## src/rtl/bt_pkg.sv

```systemverilog
// Shared slot-controller definitions: FSM encoding, timer defaults, packet types.
package bt_pkg;

  typedef enum logic [2:0] {
    ST_IDLE,
    ST_TXARM,
    ST_TX,
    ST_RXWIN,
    ST_RX
  } pk_state_e;

  localparam int unsigned RXWIN_US_DEF   = 20;
  localparam int unsigned RXSTALL_US_DEF = 400;
  localparam int unsigned US_CNT_W       = 9;

  localparam logic [3:0] PKT_NULL = 4'b0000;
  localparam logic [3:0] PKT_POLL = 4'b0001;
  localparam logic [3:0] PKT_FHS  = 4'b0010;

  function automatic logic is_lc_pkt(input logic [3:0] pkt_type);
    return (pkt_type == PKT_NULL) || (pkt_type == PKT_POLL) || (pkt_type == PKT_FHS);
  endfunction

  // Saturating microsecond counter step; holds at all-ones instead of wrapping.
  function automatic logic [US_CNT_W-1:0] us_sat_inc(input logic [US_CNT_W-1:0] cnt,
                                                     input logic               tick);
    return (tick && (cnt != '1)) ? cnt + 1'b1 : cnt;
  endfunction

endpackage

```

## src/rtl/arq_track.sv

```systemverilog
// ARQN/SEQN bookkeeping for the slot controller, plus the slave reply flag.
module arq_track
  import bt_pkg::*;
(
  input  logic clk_i,
  input  logic rst_ni,
  input  logic rx_done_i,
  input  logic lt_addressed_i,
  input  logic rx_arqn_i,
  input  logic rx_seqn_i,
  input  logic rx_crc_good_i,
  input  logic tx_pending_i,
  input  logic retx_i,
  input  logic slave_i,
  input  logic txarm_enter_i,
  output logic txarqn_o,
  output logic txseqn_o,
  output logic tx_new_o,
  output logic addr_flag_o
);

  logic txarqn_q, txarqn_d;
  logic txseqn_q, txseqn_d;
  logic tx_new_q, tx_new_d;
  logic last_seqn_q, last_seqn_d;
  logic seqn_vld_q, seqn_vld_d;
  logic addr_flag_q, addr_flag_d;
  logic rx_hit;

  assign rx_hit = rx_done_i && lt_addressed_i;

  always_comb begin
    txarqn_d    = txarqn_q;
    txseqn_d    = txseqn_q;
    tx_new_d    = tx_new_q;
    last_seqn_d = last_seqn_q;
    seqn_vld_d  = seqn_vld_q;
    addr_flag_d = addr_flag_q;
    if (rx_hit) begin
      // Duplicates are still acknowledged; only a fresh SEQN updates the history.
      txarqn_d = rx_crc_good_i;
      if (rx_crc_good_i && (!seqn_vld_q || (rx_seqn_i != last_seqn_q))) begin
        last_seqn_d = rx_seqn_i;
        seqn_vld_d  = 1'b1;
      end
      if (rx_arqn_i) begin
        txseqn_d = ~txseqn_q;
        tx_new_d = tx_pending_i;
      end else begin
        tx_new_d = 1'b0;
      end
      if (slave_i) addr_flag_d = 1'b1;
    end else if (retx_i) begin
      tx_new_d = 1'b0;
    end
    if (txarm_enter_i) addr_flag_d = 1'b0;
  end

  always_ff @(posedge clk_i or negedge rst_ni) begin
    if (!rst_ni) begin
      txarqn_q    <= 1'b0;
      txseqn_q    <= 1'b1;
      tx_new_q    <= 1'b1;
      last_seqn_q <= 1'b0;
      seqn_vld_q  <= 1'b0;
      addr_flag_q <= 1'b0;
    end else begin
      txarqn_q    <= txarqn_d;
      txseqn_q    <= txseqn_d;
      tx_new_q    <= tx_new_d;
      last_seqn_q <= last_seqn_d;
      seqn_vld_q  <= seqn_vld_d;
      addr_flag_q <= addr_flag_d;
    end
  end

  assign txarqn_o    = txarqn_q;
  assign txseqn_o    = txseqn_q;
  assign tx_new_o    = tx_new_q;
  assign addr_flag_o = addr_flag_q;

endmodule

```

## src/rtl/pkslot_ctrl.sv

```systemverilog
// Per-slot packet controller: picks tx/rx each slot, runs the search/stall timers.
module pkslot_ctrl
  import bt_pkg::*;
#(
  parameter int unsigned RXWIN_US   = RXWIN_US_DEF,
  parameter int unsigned RXSTALL_US = RXSTALL_US_DEF
) (
  input  logic clk_6M,
  input  logic rstz,
  input  logic p_1us,
  input  logic s_tslot_p,
  input  logic slot_odd,
  input  logic conns,
  input  logic master,
  input  logic tx_pending,
  input  logic corr_hit_p,
  input  logic hdr_period,
  input  logic lt_addressed,
  input  logic rx_arqn,
  input  logic rx_seqn,
  input  logic rx_crc_good,
  input  logic rx_done_p,
  output logic tx_packet_st_p,
  output logic rx_trailer_st_p,
  output logic pk_encode,
  output logic rx_window,
  output logic txarqn,
  output logic txseqn,
  output logic tx_new,
  output logic rx_timeout_p
);

  localparam logic [US_CNT_W-1:0] WIN_LIM   = US_CNT_W'(RXWIN_US);
  localparam logic [US_CNT_W-1:0] STALL_LIM = US_CNT_W'(RXSTALL_US);

  pk_state_e           state_q, state_d;
  logic [US_CNT_W-1:0] us_cnt_q, us_cnt_d;
  logic                trl_pend_q, trl_pend_d;
  logic                after_tx_q, after_tx_d;
  logic                hdr_q;
  logic                tx_st, rx_trl, rx_to, txarm_enter, rx_done_ok, addr_flag;
  logic [US_CNT_W-1:0] us_cnt_inc;

  assign us_cnt_inc = us_sat_inc(us_cnt_q, p_1us);

  always_comb begin
    state_d     = state_q;
    us_cnt_d    = us_cnt_q;
    trl_pend_d  = trl_pend_q;
    after_tx_d  = after_tx_q;
    tx_st       = 1'b0;
    rx_trl      = 1'b0;
    rx_to       = 1'b0;
    txarm_enter = 1'b0;
    rx_done_ok  = 1'b0;
    case (state_q)
      ST_IDLE: begin
        if (s_tslot_p) begin
          if (master ? !slot_odd : (slot_odd && addr_flag)) begin
            state_d     = ST_TXARM;
            txarm_enter = 1'b1;
          end else if (master ? slot_odd : !slot_odd) begin
            state_d  = ST_RXWIN;
            us_cnt_d = '0;
          end
        end
      end
      ST_TXARM: begin
        if (p_1us) begin
          tx_st   = 1'b1;
          state_d = ST_TX;
        end
      end
      ST_TX: begin
        if (hdr_q && !hdr_period) begin
          state_d    = ST_IDLE;
          after_tx_d = 1'b1;
        end
      end
      ST_RXWIN: begin
        us_cnt_d = us_cnt_inc;
        // A hit in the expiry cycle takes precedence over the timeout.
        if (corr_hit_p) begin
          state_d    = ST_RX;
          us_cnt_d   = '0;
          trl_pend_d = 1'b1;
        end else if (us_cnt_q >= WIN_LIM) begin
          state_d    = ST_IDLE;
          rx_to      = 1'b1;
          after_tx_d = 1'b0;
        end
      end
      ST_RX: begin
        us_cnt_d = us_cnt_inc;
        if (trl_pend_q && p_1us) begin
          rx_trl     = 1'b1;
          trl_pend_d = 1'b0;
        end
        if (rx_done_p) begin
          state_d    = ST_IDLE;
          rx_done_ok = 1'b1;
          trl_pend_d = 1'b0;
          after_tx_d = 1'b0;
        end else if (us_cnt_q >= STALL_LIM) begin
          state_d    = ST_IDLE;
          rx_to      = 1'b1;
          trl_pend_d = 1'b0;
          after_tx_d = 1'b0;
        end
      end
      default: state_d = ST_IDLE;
    endcase
    if (!conns) begin
      state_d     = ST_IDLE;
      trl_pend_d  = 1'b0;
      tx_st       = 1'b0;
      rx_trl      = 1'b0;
      rx_to       = 1'b0;
      txarm_enter = 1'b0;
      rx_done_ok  = 1'b0;
    end
  end

  always_ff @(posedge clk_6M or negedge rstz) begin
    if (!rstz) begin
      state_q    <= ST_IDLE;
      us_cnt_q   <= '0;
      trl_pend_q <= 1'b0;
      after_tx_q <= 1'b0;
      hdr_q      <= 1'b0;
    end else begin
      state_q    <= state_d;
      us_cnt_q   <= us_cnt_d;
      trl_pend_q <= trl_pend_d;
      after_tx_q <= after_tx_d;
      hdr_q      <= hdr_period;
    end
  end

  arq_track u_arq (
    .clk_i          (clk_6M),
    .rst_ni         (rstz),
    .rx_done_i      (rx_done_ok),
    .lt_addressed_i (lt_addressed),
    .rx_arqn_i      (rx_arqn),
    .rx_seqn_i      (rx_seqn),
    .rx_crc_good_i  (rx_crc_good),
    .tx_pending_i   (tx_pending),
    .retx_i         (rx_to && after_tx_q),
    .slave_i        (!master),
    .txarm_enter_i  (txarm_enter),
    .txarqn_o       (txarqn),
    .txseqn_o       (txseqn),
    .tx_new_o       (tx_new),
    .addr_flag_o    (addr_flag)
  );

  assign tx_packet_st_p  = tx_st;
  assign rx_trailer_st_p = rx_trl;
  assign rx_timeout_p    = rx_to;
  assign pk_encode       = (state_q == ST_TXARM) || (state_q == ST_TX);
  assign rx_window       = (state_q == ST_RXWIN);

endmodule

```

## config.mk

```make
export PLATFORM = sky130hd
export DESIGN_NAME = pkslot_ctrl
export DESIGN_NICKNAME = d
export VERILOG_FILES = /design/src/rtl/bt_pkg.sv /design/src/rtl/arq_track.sv /design/src/rtl/pkslot_ctrl.sv
export SDC_FILE = /design/constraint.sdc
export NUM_CORES = 1
export LEC_CHECK = 0
export BUFFER_PORTS_ARGS = -buffer_cell sky130_fd_sc_hd__buf_2
export CORE_ASPECT_RATIO = 1.5
export CORE_MARGIN = 10
export CORE_UTILIZATION = 30
export DETAILED_ROUTE_END_ITERATION = 8
export HOLD_SLACK_MARGIN = 0.1
export PLACE_DENSITY_LB_ADDON = 0.2
export SYNTH_ARGS = -nofsm -noshare
export SYNTH_HDL_FRONTEND = slang
export SYNTH_SLANG_ARGS = --single-unit
```

## constraint.sdc

```tcl
create_clock -name clk_6M -period 2.3 [get_ports clk_6M]
set_input_delay 0.23 -clock clk_6M [delete_from_list [all_inputs] [get_ports clk_6M]]
set_output_delay 0.23 -clock clk_6M [all_outputs]
set_load 0.05 [all_outputs]
```

# Word-level counts from Yosys, hierarchy flattened
# Index checks and enable logic that the tools add are counted.
# classes
muxes,56
n_addsub,1
n_eq_ne,22
order_cmp,2
bitwise_logic,1
n_reduce_logical,20
# op_table
cell,n
9-bit 2-to-1 mux,5
1-bit 2-to-1 mux,36
3-bit 2-to-1 mux,10
9-bit case mux with 3 select lines,1
3-bit inequality test (second input constant),5
3-bit case mux with 5 select lines,1
2-bit inequality test (second input constant),5
9-bit by 1-bit adder with 9-bit output (second input constant),1
9-bit by 5-bit >= comparator with 1-bit output (second input constant),1
9-bit >= comparator (second input constant),1
9-bit inequality test (second input constant),1
4-bit inequality test (second input constant),2
3-bit by 2-bit == test with 1-bit output (second input constant),2
1-bit logical AND,6
6-bit AND reduction,1
3-bit nonzero test,2
5-bit inequality test (second input constant),1
5-bit AND reduction,1
2-bit by 1-bit inequality test with 1-bit output (second input constant),2
4-bit by 3-bit inequality test with 1-bit output (second input constant),1
1-bit case mux with 2 select lines,2
2-bit AND reduction,2
4-bit AND reduction,1
2-bit nonzero test,2
other kinds (9),10
# word_totals
ff_bits,19
word_cells,111
inputBits,15
output_inout_bits,8

# Logic depth before layout (Yosys ltp)
# Gate-level depths: netlist (run 1).
# depth
depth_word,8
ltp_mapped,8
mapped_depth_nobuf,8

# By module
# A second synthesis (run 1) with hierarchy kept.
# unflattened
cells_unflattened,127
area_unflattened_um2,1221.2
# by_module_without_submodules
module,n_inst,cells_each,area_per_inst_um2
pkslot_ctrl,1,114,1053.5
arq_track,1,13,167.7

# Worst setup path before layout (run 1)
# Ideal clock, no wire load.
# synth_timing
path_type,reg-to-reg
from,register us_cnt_q[0]
to,register us_cnt_q[5]
path_buffers,0
t_required_ns,2.223
setup_ns,0.077
synth_period_minus_slack_ns,1.898
stages_incl_launch_ff,9
arrival_ns,1.821
setup_slack_ns,0.402
cell_sequence,dfrtp_1 -> ha_1 -> nand3_1 -> nor2_1 -> ha_1 -> nor2b_1 -> nand4_1 -> or4_1 -> a21oi_1
# synth_via
elab_chain_cells,5
elab_cells_between_ends,6
cone_classes,add/sub: 1; eq/ne: 1; mux: 3; reduce/logical: 1
# synth_rtl
element,line_no,source
from (decl),pkslot_ctrl.sv:37,"logic [US_CNT_W-1:0] us_cnt_q, us_cnt_d;"
from (signal assigned),pkslot_ctrl.sv:133,us_cnt_q <= us_cnt_d;
"parallel branches: the longest is 2 deep, another holds 9-bit by 1-bit adder with 9-bit output",n/a,
9-bit 2-to-1 mux *,bt_pkg.sv:27,return (tick && (cnt != '1)) ? cnt + 1'b1 : cnt;
9-bit 2-to-1 mux,pkslot_ctrl.sv:83,if (corr_hit_p) begin
9-bit case mux with 3 select lines *,pkslot_ctrl.sv:56,case (state_q)
# Every way passes the cells marked *.
# A chain may end at the register's enable or synchronous reset.

# Final worst setup path (run 1)
# layout_timing
from,register us_cnt_q[3]
to,register us_cnt_q[7]
# The elaborated chain is that of the path after synthesis.

==> results of run 1 <==
## cell families after synthesis
logic type	synth area share, %
compound gates	21.9
xor+xnor	2.14
fa+ha+maj	3.05
buf+inv	4.17
flops	38.9
simple gates	29.9
## cells in the mapped netlist, types with 4 or more instances
master,n
o31ai_1,4
nand2_1,20
or3_1,4
dfrtp_1,17
inv_1,5
nor2_1,7
o211ai_1,4
nand4_1,4
nand2b_1,5
nand3_1,4
a21oi_1,10
o21ai_0,5
## routing by layer
layer  global-route usage, %  wire length, µm  up-vias
met5                       0                0        -
li1                        -                -      565
met2                    18.6             1850       23
met3                    2.41              172        2
met4                    2.99               20        0
met1                    9.15             1250      566
## area by class of cell
cell class | instances | area [µm²] | area share, %
repair buffers | 25 | 140 | 9.70
inverters | 6 | 22.5 | 1.56
well taps | 45 | 56.3 | 3.90
clock buffers | 4 | 45.0 | 3.12
flip-flops and latches | 19 | 478 | 33.1
multi-input cells | 110 | 703 | 48.7
## power breakdown
group / switching [mW] / internal, mW / leakage (nW)
Combinational: 0.286 / 0.151 / 0.377
Clock: 0.109 / 0.123 / 0.0228
Sequential: 0.0911 / 0.387 / 0.249
Total: 0.486 / 0.661 / 0.648
## placed cells by master, fill, tap and decap left out, drive strengths merged, types with 3 or more instances in the layout
cell type	count
buf	23
nand2	20
dfrtp	17
a21oi	11
nor2	7
o21ai	7
inv	6
nand2b	5
nand3	4
nand4	4
or3	4
o211ai	4
o31ai	4
clkbuf	4
nand3b	3
or4	3
ha	3
nor3b	3
nor2b	3
## how the worst max path moves through the flow
stage                           start          end  slack, ns  cells past startpoint
after floorplan           us_cnt_q[0]  us_cnt_q[5]       0.40                      8
after CTS                 us_cnt_q[3]  us_cnt_q[7]       0.16                      8
final                     us_cnt_q[3]  us_cnt_q[7]       0.22                      8
after global routing      us_cnt_q[0]  us_cnt_q[7]       0.04                      8
after global placement    us_cnt_q[0]  us_cnt_q[5]       0.25                      8
after detailed placement  us_cnt_q[3]  us_cnt_q[7]       0.18                      8
## sequential cells by signal (all words and copies together), names as in the netlist
register	cells
after_tx_q	1
hdr_q	1
u_arq.tx_new_o	1
u_arq.txarqn_o	1
us_cnt_q	9
state_q	3
trl_pend_q	1
u_arq.txseqn_o	1
u_arq.addr_flag_o	1
## worst register-to-register path, stage by stage, from the launching register on
cell     delay (ns)
dfrtp_1        0.43
and3_1         0.22
nand2_1        0.11
nor2_1         0.06
ha_1           0.21
nor2b_2        0.16
nand4_1        0.21
or4_1          0.45
a21oi_1        0.16
## timing repair
item                                   CTS  global route
setup endpoints to repair                0             1
resized for setup                        0             1
hold buffers                             2             0
endpoints found under the hold margin   18             0
==> metrics.md, run 1 <==
| Metric | Value |
|---|---|
| Share of the synthesized area in the top cell type | `around 35%` |
| Max-cap violations | `0` |
| Diodes inserted | `0` |
| RSZ-0062 raised after global routing | `no` |
| GP Congestion | `0.836` |
| Maximum clock frequency | `480 MHz` |
| Cts bufs inserted | `3` |
| Post-route setup TNS | `0 ns` |
| Grt total ovfl | `0` |
| Vias | `between 1,000 and 1,500` |
| All-layer global routing usage | `a little under a tenth` |
| CP Data Required Time | `2.48 ns` |
| Gate Count Post-Synth | `139` |
| CP Class | `flip-flop to flip-flop` |
| Final hold vios | `0` |
| Status | `complete, no violations` |
| R2R cell count | `8` |
| Post-Syn Area | `about 1200 µm²` |
| R2R setup slack | `0.22 ns` |
| PortBufs | `21` |
| Final nets | `183` |
| Die W | `around 72 µm` |
| H-tree Lvls | `1` |
| Num rows | `28` |
| Slew headroom | `approximately 56%` |
| Post-synth EDFFs | `0` |
| Reg2reg end | `us_cnt_q[7]` |
| Routed WL | `3290 µm` |
| Synthesized net count | `between 150 and 200` |
| Post-CTS Setup Bufs | `0` |
| Clock skew | `~0.0049 ns` |
| Placed insts | `203` |
| DR WL/cell | `15.8 µm` |
| Setup violators final | `0` |
| I/O pin count | `23` |
| Lkg Pwr | `0.648 nW` |
| Number of DRC markers in iteration 0 | `51` |
| Number of global-route vias before repair | `1,225` |
| Actual slew at the worst max-slew pin | `0.653 ns` |
| Crit path cell chain | `and3_1, nand2_1, nor2_1, ha_1, nor2b_2, nand4_1, or4_1, a21oi_1` |
| FILL cells | `430` |
| First-pass iteration count of the detailed router | `4` |
| Final Instance Area | `between 1000 and 1500 µm²` |
| CP Capture Type | `flip-flop` |
| Share of post-route cells with drive strength above 1 | `between 20% and 30%` |
| Main synth FF type | `dfrtp_1` |
| Post-DRT Antenna Nets | `0` |
| Area grow syn2layout | `17.5%` |
| Endpoint, Worst Hold | `u_arq.txarqn_o` |
| CORE AREA | `a little under 4000 µm²` |
| Worst EP arrival | `2.26 ns` |
| Largest net degree at the start of global routing | `20` |
| Antenna violations before repair | `0` |
| Die Span Y | `around 100 µm` |
| Bufs on Longest Clock Path | `2` |
| Finished Layout Cells | `209` |
| Clk root buf | `clkbuf_8` |
| Min Tclk post-route | `2.08 ns` |
| Worst hold path class | `primary input to flip-flop` |
| Clk_lat worst skew | `0.25 ns` |
| Asr flop ratio synth | `100%` |
| Reg2Reg Launch Point | `us_cnt_q[3]` |
| DP HPWL | `2600 µm` |
| Pre-CTS setup slack | `about 0.18 ns` |
| Hold slack | `0.175 ns` |
| # DRC | `0` |
| Largest stage delay on the critical path | `0.45 ns` |
| Synth cell types | `between 40 and 50` |
| Yosys reg bits | `19` |
| Setup WS post-layout | `0.218 ns` |
| Starting density of the core | `between 30 and 40%` |
| P per Cell Area | `794 nW/µm²` |
| Worst VDD drop | `0.374 mV` |
| Tcrit/Tclk final | `about 91%` |
| Syn avg cell area | `8.85 µm²` |
| Total power | `1.15 mW` |
| Die area | `7110 µm²` |
| Via density | `5.53` |
| Reg clk slew, reported paths | `roughly 0.070 ns` |
| Clock Sinks | `19` |
| TritonCTS clock tree | `yes` |
| Delay-heaviest family, CP | `simple AND/OR/NAND/NOR gates` |
| Seq/Total Area, Yosys | `38.9%` |
| Crit-path slowest cell | `or4_1` |
| Synth top area cells | `dfrtp_1 (35%), nand2_1 (6.1%), dfstp_2 (4.3%)` |
| Min-Delay Path Depth | `3` |
| Crit path launch type | `flip-flop` |
| CP bufs+invs | `0` |
| Layout Utilization | `36.5%` |
| Area of placed instances | `1380 µm²` |
| Slew Limit Fails | `0` |
| Min-delay src | `rx_crc_good` |
| Max FO, Critical Path | `6` |
| YS warnings | `0` |
| First-pass GRT wire length | `5700 µm` |
| Synth area leader | `dfrtp_1` |
No activity file was read; power rests on OpenSTA's default activity.
==> run 2: changes to the inputs <==
--- a/config.mk
+++ b/config.mk
@@ -14,4 +14,5 @@
 export PLACE_DENSITY_LB_ADDON = 0.2
 export SYNTH_ARGS = -nofsm -noshare
 export SYNTH_HDL_FRONTEND = slang
+export SYNTH_HIERARCHICAL = 1
 export SYNTH_SLANG_ARGS = --single-unit
==> run 2 against run 1 <==
  * Critical path depth fell by 1
  * Cell area down 0.78%
  * First-iteration DRC count grew 71%
  * Setup slack got worse by 0.054 ns
  * Via count decreased by 7.8%
  * Core utilization about the same
  * Wire length fell by 7.8%
  * Sequential cell count unchanged
  * Die area decreased by 0.54%
  * Global-route usage is 0.84 points lower
==> metrics.md, run 2 <==
| Metric | Value |
|---|---|
| Via density | `between 5 and 6` |
| Num rows | `28` |
| Multiplexer area fraction after synthesis | `1.23%` |
| Clock Sinks | `19` |
| Placed insts | `about 190` |
| P per Cell Area | `584 nW/µm²` |
| Min Tclk post-route | `approximately 2.1 ns` |
| CORE AREA | `3920 µm²` |
| PortBufs | `21` |
| DP HPWL | `between 2000 and 2500 µm` |
| Clk root buf | `clkbuf_8` |
| Post-Syn Area | `1220 µm²` |
| Number of global-route vias before repair | `approximately 1,100` |
| Commonest cells after routing, fill and taps aside | `buf_2 (21), dfrtp_1 (17), a21oi_1 (10), nor2_1 (8), o31ai_1 (7)` |
| CP Data Required Time | `between 2 and 2.5 ns` |
| Gate Count Post-Synth | `127` |
| Share of post-route cells with drive strength above 1 | `between 20% and 30%` |
| Crit path cell chain | `ha_1, and4_1, ha_1, nand2b_1, buf_4, or4_1, a21oi_1` |
| Most common cell after layout, fill and taps aside | `buf_2` |
| Synth top area cells | `dfrtp_1 (35%), dfstp_2 (4.3%), o31ai_1 (4.3%)` |
| Largest family of logic cells by synthesized area | `simple AND/OR/NAND/NOR gates` |
| RSZ-0062 raised after global routing | `no` |
| First-pass iteration count of the detailed router | `4` |
| Asr flop ratio synth | `100%` |
| Lkg Pwr | `roughly 0.63 nW` |
| Maximum clock frequency | `about 470 MHz` |
| Switching power total | `276 µW` |
| I/O pin count | `23` |
| R2R setup slack | `roughly 0.16 ns` |
| Tcrit/Tclk final | `approximately 93%` |
| Worst VDD drop | `0.297 mV` |
| CP Capture Type | `flip-flop` |
| Layout Utilization | `36.5%` |
| Top Usage Layer GRT | `met2` |
| Total power | `837 µW` |
| Clk_lat worst skew | `roughly 0.25 ns` |
| TritonCTS clock tree | `yes` |
| Post-route setup TNS | `0 ns` |
| Share of the synthesized area in the top cell type | `34.8%` |
| Largest stage delay on the critical path | `0.49 ns` |
| Post-synthesis adder-cell area fraction | `between 3 and 4%` |
| Clock power frac | `between 20% and 30%` |
| Finished Layout Cells | `198` |
| Met3 Use GR | `2.53%` |
| Diodes inserted | `0` |
| Post-DRT Antenna Nets | `0` |
| Sw Ratio | `33.0%` |
| Die Span Y | `a little under 100 µm` |
| Actual slew at the worst max-slew pin | `1.03 ns` |
| Syn avg cell area | `a little under 10 µm²` |
| Starting density of the core | `31.1%` |
| Met2 layer usage reported by global route | `14.1%` |
| Cts bufs inserted | `3` |
| CP dominant cell by count | `ha_1` |
| Post-Synth Simple-Gate Area | `28.4%` |
| Status | `complete, no violations` |
| Synth Area in Compound Gates | `20.8%` |
| Synth cell count leaders | `dfrtp_1 (17), a21oi_1 (10), nor2_1 (8)` |
| Die area | `7080 µm²` |
| Antenna violations before repair | `0` |
| # DRC | `0` |
| Largest net degree at the start of global routing | `20` |
| Final nets | `172` |
| GP Congestion | `0.794` |
| Crit-path slowest cell | `or4_1` |
| Yosys reg bits | `19` |
| Internal Power | `561 µW` |
| Post-synth EDFFs | `0` |
| Reg clk slew, reported paths | `0.07 ns` |
| Clock skew | `0.00312 ns` |
| Number of flip-flops in the largest register | `9` |
| Vias | `around 1,100` |
| Worst hold path class | `primary input to flip-flop` |
| Seq/Total Area, Yosys | `approximately two fifths` |
| Most common cell in the synthesized netlist | `dfrtp_1` |
| Synth area leader | `dfrtp_1` |
| Setup violators final | `0` |
| Final hold vios | `0` |
| Grt total ovfl | `0` |
| Number of DRC markers in iteration 0 | `87` |
| Met1 GRT Util | `between 10% and 20%` |
| Max-cap violations | `0` |
| CP Class | `flip-flop to flip-flop` |
| YS warnings | `6` |
| H-tree Lvls | `1` |
| Main synth FF type | `dfrtp_1` |
| Max FO, Critical Path | `16` |
| DR WL/cell | `15.3 µm` |
| Comb pwr share | `25.5%` |
| Bufs on Longest Clock Path | `2` |
| Die W | `72.1 µm` |
| All-layer global routing usage | `a little under 9%` |
| Top flop regs | `us_cnt_q (9), state_q (3)` |
| XOR/XNOR Fraction of Synth Area | `2.15%` |
| Seq pwr share | `46.7%` |
| Routed WL | `~3000 µm` |
| Slew Limit Fails | `0` |
| Worst EP arrival | `about 2.3 ns` |
| Crit path launch type | `flip-flop` |
| Synthesized net count | `145` |
| Synth cell types | `44` |
| Top reg by flops | `us_cnt_q` |
| Post-CTS Setup Bufs | `0` |
| Area grow syn2layout | `17.4%` |
| Slew headroom | `31.1%` |
| First-pass GRT wire length | `5240 µm` |
## run 2: area by class of cell
type,instances,area [µm²]
flip-flops and latches,19,478
inverters,5,18.8
clock buffers,3,41.3
well taps,45,56.3
repair buffers,27,155
fillers,415,2490
clock inverters,1,5.00
multi-input cells,98,679
## run 2: what timing repair did
action	CTS	global route
endpoints found under the hold margin	18	0
gates resized for setup	0	1
endpoints found under the setup margin	0	1
hold buffers	2	0
## run 2: critical path: cells and delay by family (launching register included)
| kind | cells | cell delay [ns] |
|---|---|---|
| AOI/OAI and AO/OA | 1 | 0.17 |
| adders and majority gates | 2 | 0.43 |
| DFF | 1 | 0.43 |
| and+or+nand+nor | 3 | 0.84 |
| buffers and inverters | 1 | 0.19 |
## run 2: final timing paths
kind	depth (start not counted)	start	end
worst max-delay path	7	us_cnt_q[0]	us_cnt_q[6]
worst min-delay path	2	rx_crc_good	u_arq/txarqn_o
worst max register to register	7	us_cnt_q[0]	us_cnt_q[6]
worst min register to register	2	u_arq/tx_new_o	u_arq/tx_new_o
max in group asynchronous	2	rstz	u_arq/txseqn_o
min in group asynchronous	2	rstz	hdr_q
## run 2: logic make-up after synthesis
family | count (synthesis)
AOI/OAI and AO/OA | 37
xor gates and xnor gates | 3
adders and majority gates | 3
buffers and inverters | 10
DFF | 19
muxes | 1
and+or+nand+nor | 54
## run 2: routing by layer
metal  up-vias  wire length (µm)
li1        535                 -
met1       496              1310
met2        28              1480
met3         7               175
met4         0                66
met5         -                 0
## run 2: power by group through the flow
stage | logic [mW] | clock network [mW] | registers [mW]
after global routing | 0.239 | 0.252 | 0.394
after CTS | 0.217 | 0.242 | 0.390
after detailed placement | 0.213 | 0 | 0.397
final | 0.213 | 0.233 | 0.390
after floorplan | 0.152 | 0 | 0.398
after global placement | 0.207 | 0 | 0.396
## run 2: through the flow
step	instance area [µm²]	hold WS [ns]	worst slack [ns]
6_report	1430	0.203	0.164
5_1_grt	1430	0.210	0.0148
4_1_cts	1430	0.201	0.155
3_5_place_dp	1370	0.209	0.201
3_3_place_gp	1370	0.208	0.234
2_1_floorplan	1220	-0.0656	0.0706
